[src/rtl/traffic_pkg.sv]
// traffic_pkg: shared segment patterns, scan select defaults and decoder FSM encoding
package traffic_pkg;
  localparam logic [6:0] SEG_0 = 7'b1111110;
  localparam logic [6:0] SEG_1 = 7'b0110000;
  localparam logic [6:0] SEG_2 = 7'b1101101;
  localparam logic [6:0] SEG_3 = 7'b1111001;
  localparam logic [6:0] SEG_4 = 7'b0110011;
  localparam logic [6:0] SEG_5 = 7'b1011011;
  localparam logic [6:0] SEG_6 = 7'b1011111;
  localparam logic [6:0] SEG_7 = 7'b1110000;
  localparam logic [6:0] SEG_8 = 7'b1111111;
  localparam logic [6:0] SEG_9 = 7'b1111011;
  localparam logic [6:0] SEG_BLANK = 7'b0000000;
  localparam logic [2:0] SEL_ONES_DEF = 3'd5;
  localparam logic [2:0] SEL_TENS_DEF = 3'd4;
  localparam logic [3:0] BCD_BLANK = 4'hF;
  localparam logic [3:0] BCD_BAD = 4'hE;
  localparam logic [1:0] ST_WAIT_ONES = 2'd0;
  localparam logic [1:0] ST_WAIT_TENS = 2'd1;
  localparam logic [1:0] ST_EMIT = 2'd2;
endpackage

[src/rtl/seg7_to_bcd.sv]
// seg7_to_bcd: combinational inverse 7-segment decode with invalid-pattern flag
module seg7_to_bcd import traffic_pkg::*; (
  input  logic [6:0] seg,
  output logic [3:0] bcd,
  output logic       invalid
);
  assign bcd = seg == SEG_0 ? 4'd0 : seg == SEG_1 ? 4'd1 : seg == SEG_2 ? 4'd2 :
               seg == SEG_3 ? 4'd3 : seg == SEG_4 ? 4'd4 : seg == SEG_5 ? 4'd5 :
               seg == SEG_6 ? 4'd6 : seg == SEG_7 ? 4'd7 : seg == SEG_8 ? 4'd8 :
               seg == SEG_9 ? 4'd9 : seg == SEG_BLANK ? BCD_BLANK : BCD_BAD;
  assign invalid = bcd == BCD_BAD;
endmodule

[src/rtl/seg7_scan_decoder.sv]
// seg7_scan_decoder: scan-bus receiver assembling a 2-digit value; SEG7_DEDUP_EN suppresses repeated frames
module seg7_scan_decoder import traffic_pkg::*; #(
  parameter int STABLE_CYC = 4,
  parameter int TIMEOUT_CYC = 65536,
  parameter logic [2:0] SEL_ONES = SEL_ONES_DEF,
  parameter logic [2:0] SEL_TENS = SEL_TENS_DEF
) (
  input  logic       clk,
  input  logic       rst,
  input  logic [6:0] seg7_in,
  input  logic [2:0] seg7_sel_in,
  output logic [3:0] digit_tens,
  output logic [3:0] digit_ones,
  output logic [6:0] value_bin,
  output logic       frame_valid,
  output logic       seg_err,
  output logic       timeout
);
  localparam int RW = $clog2(STABLE_CYC + 1);
  localparam int TW = $clog2(TIMEOUT_CYC) + 1;
  logic [9:0] s1, s2, p;
  logic [RW-1:0] run;
  logic [TW-1:0] tcnt;
  logic [1:0] state;
  logic [3:0] ones_st, bcd, t_eff, o_eff;
  logic [6:0] value_nxt;
  logic bad, eq, acc, is_ones, is_tens, fresh;
  seg7_to_bcd u_dec (.seg(s2[6:0]), .bcd(bcd), .invalid(bad));
  assign eq = s2 == p;
  assign acc = eq && run == RW'(STABLE_CYC - 1);
  assign is_ones = acc && s2[9:7] == SEL_ONES;
  assign is_tens = acc && s2[9:7] == SEL_TENS;
  assign t_eff = bcd == BCD_BLANK ? 4'd0 : bcd;
  assign o_eff = ones_st == BCD_BLANK ? 4'd0 : ones_st;
  assign value_nxt = {t_eff, 3'b000} + {2'b00, t_eff, 1'b0} + {3'b000, o_eff};
`ifdef SEG7_DEDUP_EN
  logic emitted;
  assign fresh = !emitted || {bcd, ones_st} != {digit_tens, digit_ones};
  always_ff @(posedge clk)
    if (rst) emitted <= 1'b0;
    else if (frame_valid) emitted <= 1'b1;
`else
  assign fresh = 1'b1;
`endif
  always_ff @(posedge clk) begin
    if (rst) begin
      {s1, s2, p} <= '0;
      run <= '0;
      tcnt <= '0;
      state <= ST_WAIT_ONES;
      ones_st <= '0;
      {digit_tens, digit_ones, value_bin} <= '0;
      {frame_valid, seg_err, timeout} <= '0;
    end else begin
      s1 <= {seg7_sel_in, seg7_in};
      s2 <= s1;
      p <= s2;
      run <= !eq ? '0 : run == RW'(STABLE_CYC) ? run : run + 1'b1;
      tcnt <= tcnt + 1'b1;
      {frame_valid, seg_err, timeout} <= '0;
      // a malformed digit poisons the whole frame, whichever half it belongs to
      if ((is_ones || is_tens) && bad && state != ST_EMIT) begin
        seg_err <= 1'b1;
        state <= ST_WAIT_ONES;
      end else begin
        case (state)
          ST_WAIT_ONES: if (is_ones) begin
            ones_st <= bcd;
            tcnt <= '0;
            state <= ST_WAIT_TENS;
          end
          ST_WAIT_TENS: if (is_tens) begin
            state <= ST_EMIT;
            if (fresh) begin
              digit_tens <= bcd;
              digit_ones <= ones_st;
              value_bin <= value_nxt;
              frame_valid <= 1'b1;
            end
          end else if (is_ones) begin
            ones_st <= bcd;
            tcnt <= '0;
          end else if (tcnt == TW'(TIMEOUT_CYC - 1)) begin
            timeout <= 1'b1;
            state <= ST_WAIT_ONES;
          end
          default: state <= ST_WAIT_ONES;
        endcase
      end
    end
  end
endmodule
[config.mk]
export PLATFORM = sky130hd
export DESIGN_NAME = seg7_scan_decoder
export DESIGN_NICKNAME = d
export VERILOG_FILES = /design/src/rtl/traffic_pkg.sv /design/src/rtl/seg7_to_bcd.sv /design/src/rtl/seg7_scan_decoder.sv
export SDC_FILE = /design/constraint.sdc
export NUM_CORES = 1
export LEC_CHECK = 0
export CAP_MARGIN = 40
export CELL_PAD_IN_SITES_DETAIL_PLACEMENT = 1
export CELL_PAD_IN_SITES_GLOBAL_PLACEMENT = 1
export CORE_MARGIN = 4
export CORE_UTILIZATION = 38
export DETAILED_ROUTE_END_ITERATION = 10
export GPL_ROUTABILITY_DRIVEN = 0
export PLACE_DENSITY = 0.78
export SETUP_SLACK_MARGIN = 0.1
export SLEW_MARGIN = 10
export SYNTH_ARGS = -nofsm -noshare
export SYNTH_HDL_FRONTEND = slang
export SYNTH_HIERARCHICAL = 1
export SYNTH_SLANG_ARGS = --single-unit
[constraint.sdc]
create_clock -name clk -period 7.7 [get_ports clk]
set_input_delay 0.77 -clock clk [delete_from_list [all_inputs] [get_ports clk]]
set_output_delay 0.77 -clock clk [all_outputs]
set_load 0.02 [all_outputs]
# Word-level counts from Yosys, hierarchy flattened
# Cells that the tools add are included.
# Widths: inputs -> output; s select.
[op_classes]
muxes = 28
n_addsub = 4
n_reduce_logical = 16
n_bitwise = 3
eq_ne = 25
[ops]
columns = ["operator", "count"]
rows = [
  ["$eq 7x7->1 const B", 8],
  ["$mux 4", 14],
  ["$mux 17", 3],
  ["$pmux 17 s2", 1],
  ["$add 17x1->17 const B", 1],
  ["$eq 17x16->1 const B", 1],
  ["$eq 7x6->1 const B", 2],
  ["$eq 4x4->1 const B", 3],
  ["$eq 10x10->1", 1],
  ["$eq 3x3->1 const B", 3],
  ["$reduce_and 3->1", 3],
  ["$mux 2", 4],
  ["$pmux 4 s2", 1],
  ["$add 7x4->7", 1],
  ["$add 7x5->7", 1],
  ["$logic_not 7->1", 1],
  ["$ne 2x2->1 const B", 3],
  ["$ne 3x3->1 const B", 2],
  ["$logic_and 1x1->1", 5],
  ["$reduce_or 5->1", 1],
  ["$mux 1", 4],
  ["$pmux 2 s2", 1],
  ["$reduce_or 2->1", 2],
  ["$add 3x1->3 const B", 1],
  ["other kinds (7)", 9],
]
[totals]
in_bits = 12
out_inout_bits = 18
word_cells = 89
ff_bits = 74

# Longest topological paths before layout
# Gate-level depths: netlist (run 1).
[depth]
word_depth = 17
mapped_depth = 15
mapped_depth_nobuf = 14

# Hierarchy
# The synthesis (run 1) kept the hierarchy.
[modules_own_cells]
columns = ["mod", "seq_area_each_um2", "n_inst", "area_each_um2", "cells_per_inst"]
rows = [
  ["seg7_scan_decoder", 1481.4, 1, 3056.7, 304],
  ["seg7_to_bcd", 0.0, 1, 224.0, 34],
]

# Least setup slack after synthesis (run 1)
# No wires, ideal clock.
[synth_timing]
path_kind = "register to register"
start = "register s2[5]"
end = "register value_bin[6]"
synth_period_minus_slack_ns = 3.378
slack_ns = 4.322
path_stages_with_launch = 14
arrival_ns = 3.243
setup_time_ns = 0.134
path_buffers = 1
required_ns = 7.566
cell_sequence = "dfxtp_1 buf_2 and3b_1 o2111ai_1 nor3b_1 inv_1 o31a_1 fa_1 inv_1 fa_1 nand2b_1 a21oi_1 xnor2_1 o31ai_1"
[synth_via]
word_cells_on_any_way = 36
classes_between = "2 x add/sub; 13 x eq/ne; 12 x mux; 1 x bitwise; 8 x reduce/logical"
[synth_lines]
columns = ["item", "line", "text"]
rows = [
  ["start: declaration", "seg7_scan_decoder.sv:21", "logic [9:0] s1, s2, p;"],
  ["start signal: assignment", "seg7_scan_decoder.sv:47", "{s1, s2, p} <= '0;"],
  ["start signal: assignment", "seg7_scan_decoder.sv:56", "s2 <= s1;"],
  ["$eq 7x7->1", "seg7_to_bcd.sv:10", "seg == SEG_9 ? 4'd9 : seg == SEG_BLANK ? BCD_BLANK : BCD_BAD;"],
  ["$mux 4", "seg7_to_bcd.sv:10", ""],
  ["$mux 4 (3 in series)", "seg7_to_bcd.sv:9", "seg == SEG_6 ? 4'd6 : seg == SEG_7 ? 4'd7 : seg == SEG_8 ? 4'd8 :"],
  ["$mux 4 (3 in series)", "seg7_to_bcd.sv:8", "seg == SEG_3 ? 4'd3 : seg == SEG_4 ? 4'd4 : seg == SEG_5 ? 4'd5 :"],
  ["$mux 4 (2 in series)", "seg7_to_bcd.sv:7", "assign bcd = seg == SEG_0 ? 4'd0 : seg == SEG_1 ? 4'd1 : seg == SEG_2 ? 4'd2 :"],
  ["$mux 4 (*)", "seg7_to_bcd.sv:7", ""],
  ["net bcd[1]", "seg7_scan_decoder.sv:25", "logic [3:0] ones_st, bcd, t_eff, o_eff;"],
  ["parallel branches: the longest is 5 deep, another holds $add 7x5->7", "-", ""],
  ["end signal: assignment", "seg7_scan_decoder.sv:77", "value_bin <= value_nxt;"],
  ["end: declaration", "seg7_scan_decoder.sv:14", "output logic [6:0] value_bin,"],
]
# Mark *: on every way through the listed nets, which the timed path passes.
# A chain may end at the register's enable or synchronous reset.

# Final worst setup path (run 1)
# Ends and elaborated chain as after synthesis.

==> impl_metrics.yaml, run 1 <==
cells_and_area:
  multiInputGateArea_mm2: 0.00165
  layoutNonFillerInstCount: 474
  syn2layout_area_growth_pct: 17.8
  antenna_cells: 0
  fillers: 915
  drive_above_1_share_pct: 9.21
  final_common_cell: "dfxtp_1"
  area.sequential_mm2: 0.00148
  layout_common_cells: "dfxtp_1 (74), nor2b_1 (33), nand2_1 (29), clkdlybuf4s50_1 (28), xnor2_1 (16)"
  nets: 390
placement:
  place_inst: 458
  dp_hpwl_um: 4960
  port_buffers: 29
detailed_routing:
  viasPerCell: 5.23
  drt-total-wl_um: 7380
  first_iter_violations: 48
  wl_per_cell_um: 15.6
  dr.pass1.iters: 4
  drc_errors: 0
  detail-route-antenna-nets: 0
  via_count: 2480
synthesis:
  ys_types: 50
  synth_flop_cell: "dfxtp_1"
  syn-num-nets: 364
  ys_seq_elements: 74
  synth_cells: 338
  yosys_warnings: 6
  synth-seq-area-share_pct: 45.2
  synth.avg_cell_area_um2: 9.71
  syn_area_mm2: 0.00328
  synth_edf_count: 0
  async_flop_share_pct: 0
pwr:
  powerDensity_mw_per_mm2: 213
  vdd_ir_drop_max_mv: 0.0861
  p_leak_uw: 0.00146
die:
  fp.dieH_um: 101
  coreArea_mm2: 0.00830
  num_io_pins: 30
  fp.dieW_um: 101
  rows: 33
  start_util_pct: 39.5
  die_area_mm2: 0.0102
timing:
  fmax_mhz: 264
  maxSlewHeadroom_pct: 51.2
  finalCritPeriodShare_pct: 49.2
  final.setup_skew_ns: 0.0117
  tightest_slew_ns: 0.732
  finalMaxSlewViolations: 0
  grt_setup_unrepaired: "false"
  layout_min_cycle_time_ns: 3.79
  hold_violations: 0
  fin_tns_setup_ns: 0
  setup_viol: 0
global_route:
  grt_pass1_wl_um: 12800
  use_met2_pct: 26.9
  grt_max_degree: 55
  grt_usage_pct: 15.9
  gr-usage-met3_pct: 4.36
  busiest_layer: "met2"
  grt_overflow: 0
  antenna_found_initial: 0
  gr-usage-met1_pct: 19.4
  grt_pass1_vias: 2683
critical_path:
  crit_arrival_ns: 4.05
  path_cells: "and3b_1 > o2111ai_1 > nor3b_1 > inv_1 > o31a_1 > fa_1 > inv_1 > fa_1 > nand2b_1 > a21oi_1 > xnor2_1 > o31ai_1"
  end_kind: "register"
  cp_slowest_stage_delay_ns: 0.60
  crit_slowest_cell: "fa_1"
  startpoint: "s2[5]"
  setup.worst_path.start_class: "register"
  r2r_start: "s2[5]"
  worstPathRequired_ns: 7.96
  critPathMaxFanout: 13
  path_class: "reg -> reg"
hold_path:
  min_from: "s1[7]"
  hp-class: "reg -> reg"
cts:
  cts_setup_buffers: 0
  clkTransAtPathRegs_ns: 0.08
  cts-root-buf: "clkbuf_8"
  cts-resized-gates: 0
  cts_tree: "done"
  clock_path_buffers: 2
  cts_buffers: 9
  cts.sinks: 74
  cts.htree.levels: 3
  clk-insertion-delay-late_ns: 0.35
  postCtsHoldBufs: 0
outcome:
  status: "finished, final reports clean"
job:
  drv_cap: 0
## cell usage after synthesis (5+ instances only)
master    count  area, um2
dfxtp_1      74       1480
nor2b_1      33        206
nand2_1      29        109
xnor2_1      16        140
nor3_1       15       75.1
inv_1        14       52.6
ha_1         12        150
mux2i_1      12        120
xor2_1       10       87.6
nand4_1       9       56.3
nor2_1        9       33.8
clkbuf_1      8       30.0
nand3_1       8       40.0
and3_1        6       37.5
o21ai_0       6       30.0
or3_1         6       37.5
a21oi_1       5       25.0
buf_2         5       25.0
## cells by family after synthesis
logic type / Yosys count / synth area share [%]
and+or+nand+nor: 146 / 26.2
muxes: 14 / 4.35
buffers and inverters: 31 / 4.46
DFF: 74 / 45.2
xor gates and xnor gates: 26 / 6.94
AOI/OAI and AO/OA: 33 / 7.13
adders and majority gates: 14 / 5.80
## worst max-delay path: cells and delay by family, from the launching register on
| kind | cells | cell delay, ns |
|---|---|---|
| adder cells (fa/ha/maj) | 2 | 1.05 |
| AO/OA/AOI/OAI | 4 | 0.96 |
| AND/OR/NAND/NOR | 3 | 0.84 |
| flip-flops | 1 | 0.58 |
| buffers and inverters | 2 | 0.18 |
| XOR/XNOR | 1 | 0.08 |
## where the power goes
part	total, uW	internal, uW	switching (uW)
sequential	398	390	7.54
clock	364	214	149
combinational	60.3	24.9	35.4
## path summary, 6_finish.rpt
check / endpoint / slack, ns / depth (start not counted)
worst max-delay path: value_bin[6] / 3.91 / 12
worst min-delay path: s2[7] / 0.45 / 1
worst max register to register: value_bin[6] / 3.91 / 12
worst min register to register: s2[7] / 0.45 / 1
## metrics by stage
step	util, %	total power, uW	hold slack [ns]	area, um2	setup WS [ns]
2_1_floorplan	-	449	0.414	3280	4.32
3_3_place_gp	43.6	465	0.429	3620	4.13
3_5_place_dp	43.6	468	0.429	3620	3.96
4_1_cts	46.6	833	0.450	3860	3.94
5_1_grt	46.6	855	0.472	3860	3.60
6_report	46.6	822	0.446	3860	3.91
## flip-flops by register name, summed over array words and instances, names as in the netlist
name and count:
s1 10, p 10, digit_tens 4, value_bin 7, run 3, tcnt 17, frame_valid 1, state 2
digit_ones 4, ones_st 4, seg_err 1, s2 10, timeout 1
## cell type report
cell class / instances / share of cell area (%)
Clock buffer: 9 / 3.21
Clock inverter: 7 / 3.04
Inverter: 15 / 1.46
Multi-Input combinational cell: 233 / 42.8
Sequential cell: 74 / 38.3
Tap cell: 105 / 3.40
Timing Repair Buffer: 31 / 7.77
## layer usage
metal	wire (um)	part of all wire (%)	vias to the layer above
met4	66	0.89	0
li1	-	-	1224
met1	3420	46	1213
met5	0	0	-
met3	266	3.6	8
met2	3630	49	35
Power figures use the tool's default switching activity.
==> inputs of run 2 (changes only) <==
Settings changed: PLACE_DENSITY 0.78 to 0.81.
Clock period 7.7 ns to 3.4 ns, I/O delays scaled along.
==> run 2 against run 1 <==
Compared with the run above: non-clock buffer count grew 19; count of clock-buffer cells in the layout grew 1; total power grew 120%; clock power grew 110%; via count grew 2.8%; combinational power grew to 2.8 times the previous value; utilization grew 2.6 points; cell area grew 5.7%.
==> impl_metrics.yaml, run 2 (same netlist as run 1, synthesis figures left out) <==
cells_and_area:
  post-route-util_pct: 49.2
  nets: 409
  final_common_cell: "dfxtp_1"
  largest_register_ffs: 17
  top_register: "tcnt"
  layout_common_cells: "dfxtp_1 (70), nor2b_1 (33), nand2_1 (28), clkdlybuf4s50_1 (28), buf_4 (21)"
  syn2layout_area_growth_pct: 24.4
  antenna_cells: 0
  area.sequential_mm2: 0.00149
  layoutNonFillerInstCount: 493
  drive_above_1_share_pct: 18.6
  fillers: 922
  multiInputGateArea_mm2: 0.00173
detailed_routing:
  detail-route-antenna-nets: 0
  viasPerCell: 5.17
  drt-total-wl_um: 7420
  first_iter_violations: 49
  drc_errors: 0
  via_count: 2549
  dr.pass1.iters: 4
  wl_per_cell_um: 15.0
outcome:
  status: "finished, final reports clean"
critical_path:
  path_class: "reg -> reg"
  crit_arrival_ns: 3.55
  end_kind: "register"
  r2r_slack_ns: 0.12
  critPathMaxFanout: 8
  setup.worst_path.start_class: "register"
  worstPathRequired_ns: 3.67
timing:
  final.setup_skew_ns: 0.0119
  timing.hold.ws_ns: 0.405
  grt_setup_unrepaired: "true"
  fin_tns_setup_ns: 0
  maxSlewHeadroom_pct: 55.3
  finalCritPeriodShare_pct: 96.3
  tightest_slew_ns: 0.670
  finalMaxSlewViolations: 0
  hold_violations: 0
  fmax_mhz: 305
  setup_viol: 0
  layout_min_cycle_time_ns: 3.28
global_route:
  grt_pass1_vias: 2636
  antenna_found_initial: 0
  grt_pass1_wl_um: 12300
  grt_max_degree: 53
  grt_overflow: 0
  grt_usage_pct: 15.4
die:
  coreArea_mm2: 0.00830
  num_io_pins: 30
  start_util_pct: 39.5
  die_area_mm2: 0.0102
  fp.dieW_um: 101
  fp.dieH_um: 101
  rows: 33
cts:
  clock_path_buffers: 2
  cts.sinks: 74
  cts.htree.levels: 3
  postCtsHoldBufs: 0
  clk-insertion-delay-late_ns: 0.36
  clkTransAtPathRegs_ns: 0.08
  cts_tree: "done"
  cts_buffers: 9
  cts-root-buf: "clkbuf_8"
job:
  drv_cap: 0
placement:
  port_buffers: 29
  place_inst: 471
  dp_hpwl_um: 5110
hold_path:
  hp-class: "in -> reg"
pwr:
  p_leak_uw: 0.00158
  vdd_ir_drop_max_mv: 0.275
  total_power_uw: 1850
  powerDensity_mw_per_mm2: 452
[run 2: what timing repair did]
item / in CTS / in global routing
setup endpoints to repair: 4 / 4
setup buffers: 1 / 5
pin swaps: 3 / 11
resized for setup: 14 / 10
[run 2: worst max-delay path, cell delays in order (launching register included)]
cell and delay, ns:
dfxtp_4 0.38, or4_4 0.50, o22a_1 0.24, o2111ai_2 0.22, a31oi_2 0.07, buf_4 0.17, a31oi_4 0.19, fa_1 0.47
ha_1 0.29, a21o_1 0.19, a21oi_2 0.16, xor2_1 0.08, o31ai_1 0.23
[run 2: cell type report]
cell class                      instances  area share [%]
Sequential cell                        74            36.6
Tap cell                              105            3.22
Inverter                               15            1.38
Multi-Input combinational cell        233            42.4
Timing Repair Buffer                   50            10.8
Clock buffer                           10            3.37
Clock inverter                          6            2.18
[run 2: worst paths after layout]
path / start / end / depth (start not counted)
max: s2[3] / value_bin[5] / 12
min: rst / run[0] / 3
max reg2reg: s2[3] / value_bin[5] / 12
min reg2reg: s1[5] / s2[5] / 1
[run 2: stage by stage]
step,area [um2],setup WS [ns]
after floorplan,3290,0.109
after global placement,3730,0.103
after detailed placement,3730,-0.0770
after CTS,4020,0.104
after global routing,4080,-0.0342
final,4080,0.125
[run 2: report_power, final]
group | switching [uW] | internal [uW] | total, uW
clock | 348 | 434 | 782
sequential | 12.7 | 883 | 896
combinational | 92.6 | 75.8 | 168
total | 453 | 1390 | 1850
[run 2: per-layer routing]
metal / share of wire, % / GRT usage (%)
met4: 1.5 / 5.52
met5: 0 / 0
met1: 43 / 17.3
met3: 4.4 / 4.71
met2: 51 / 27.4
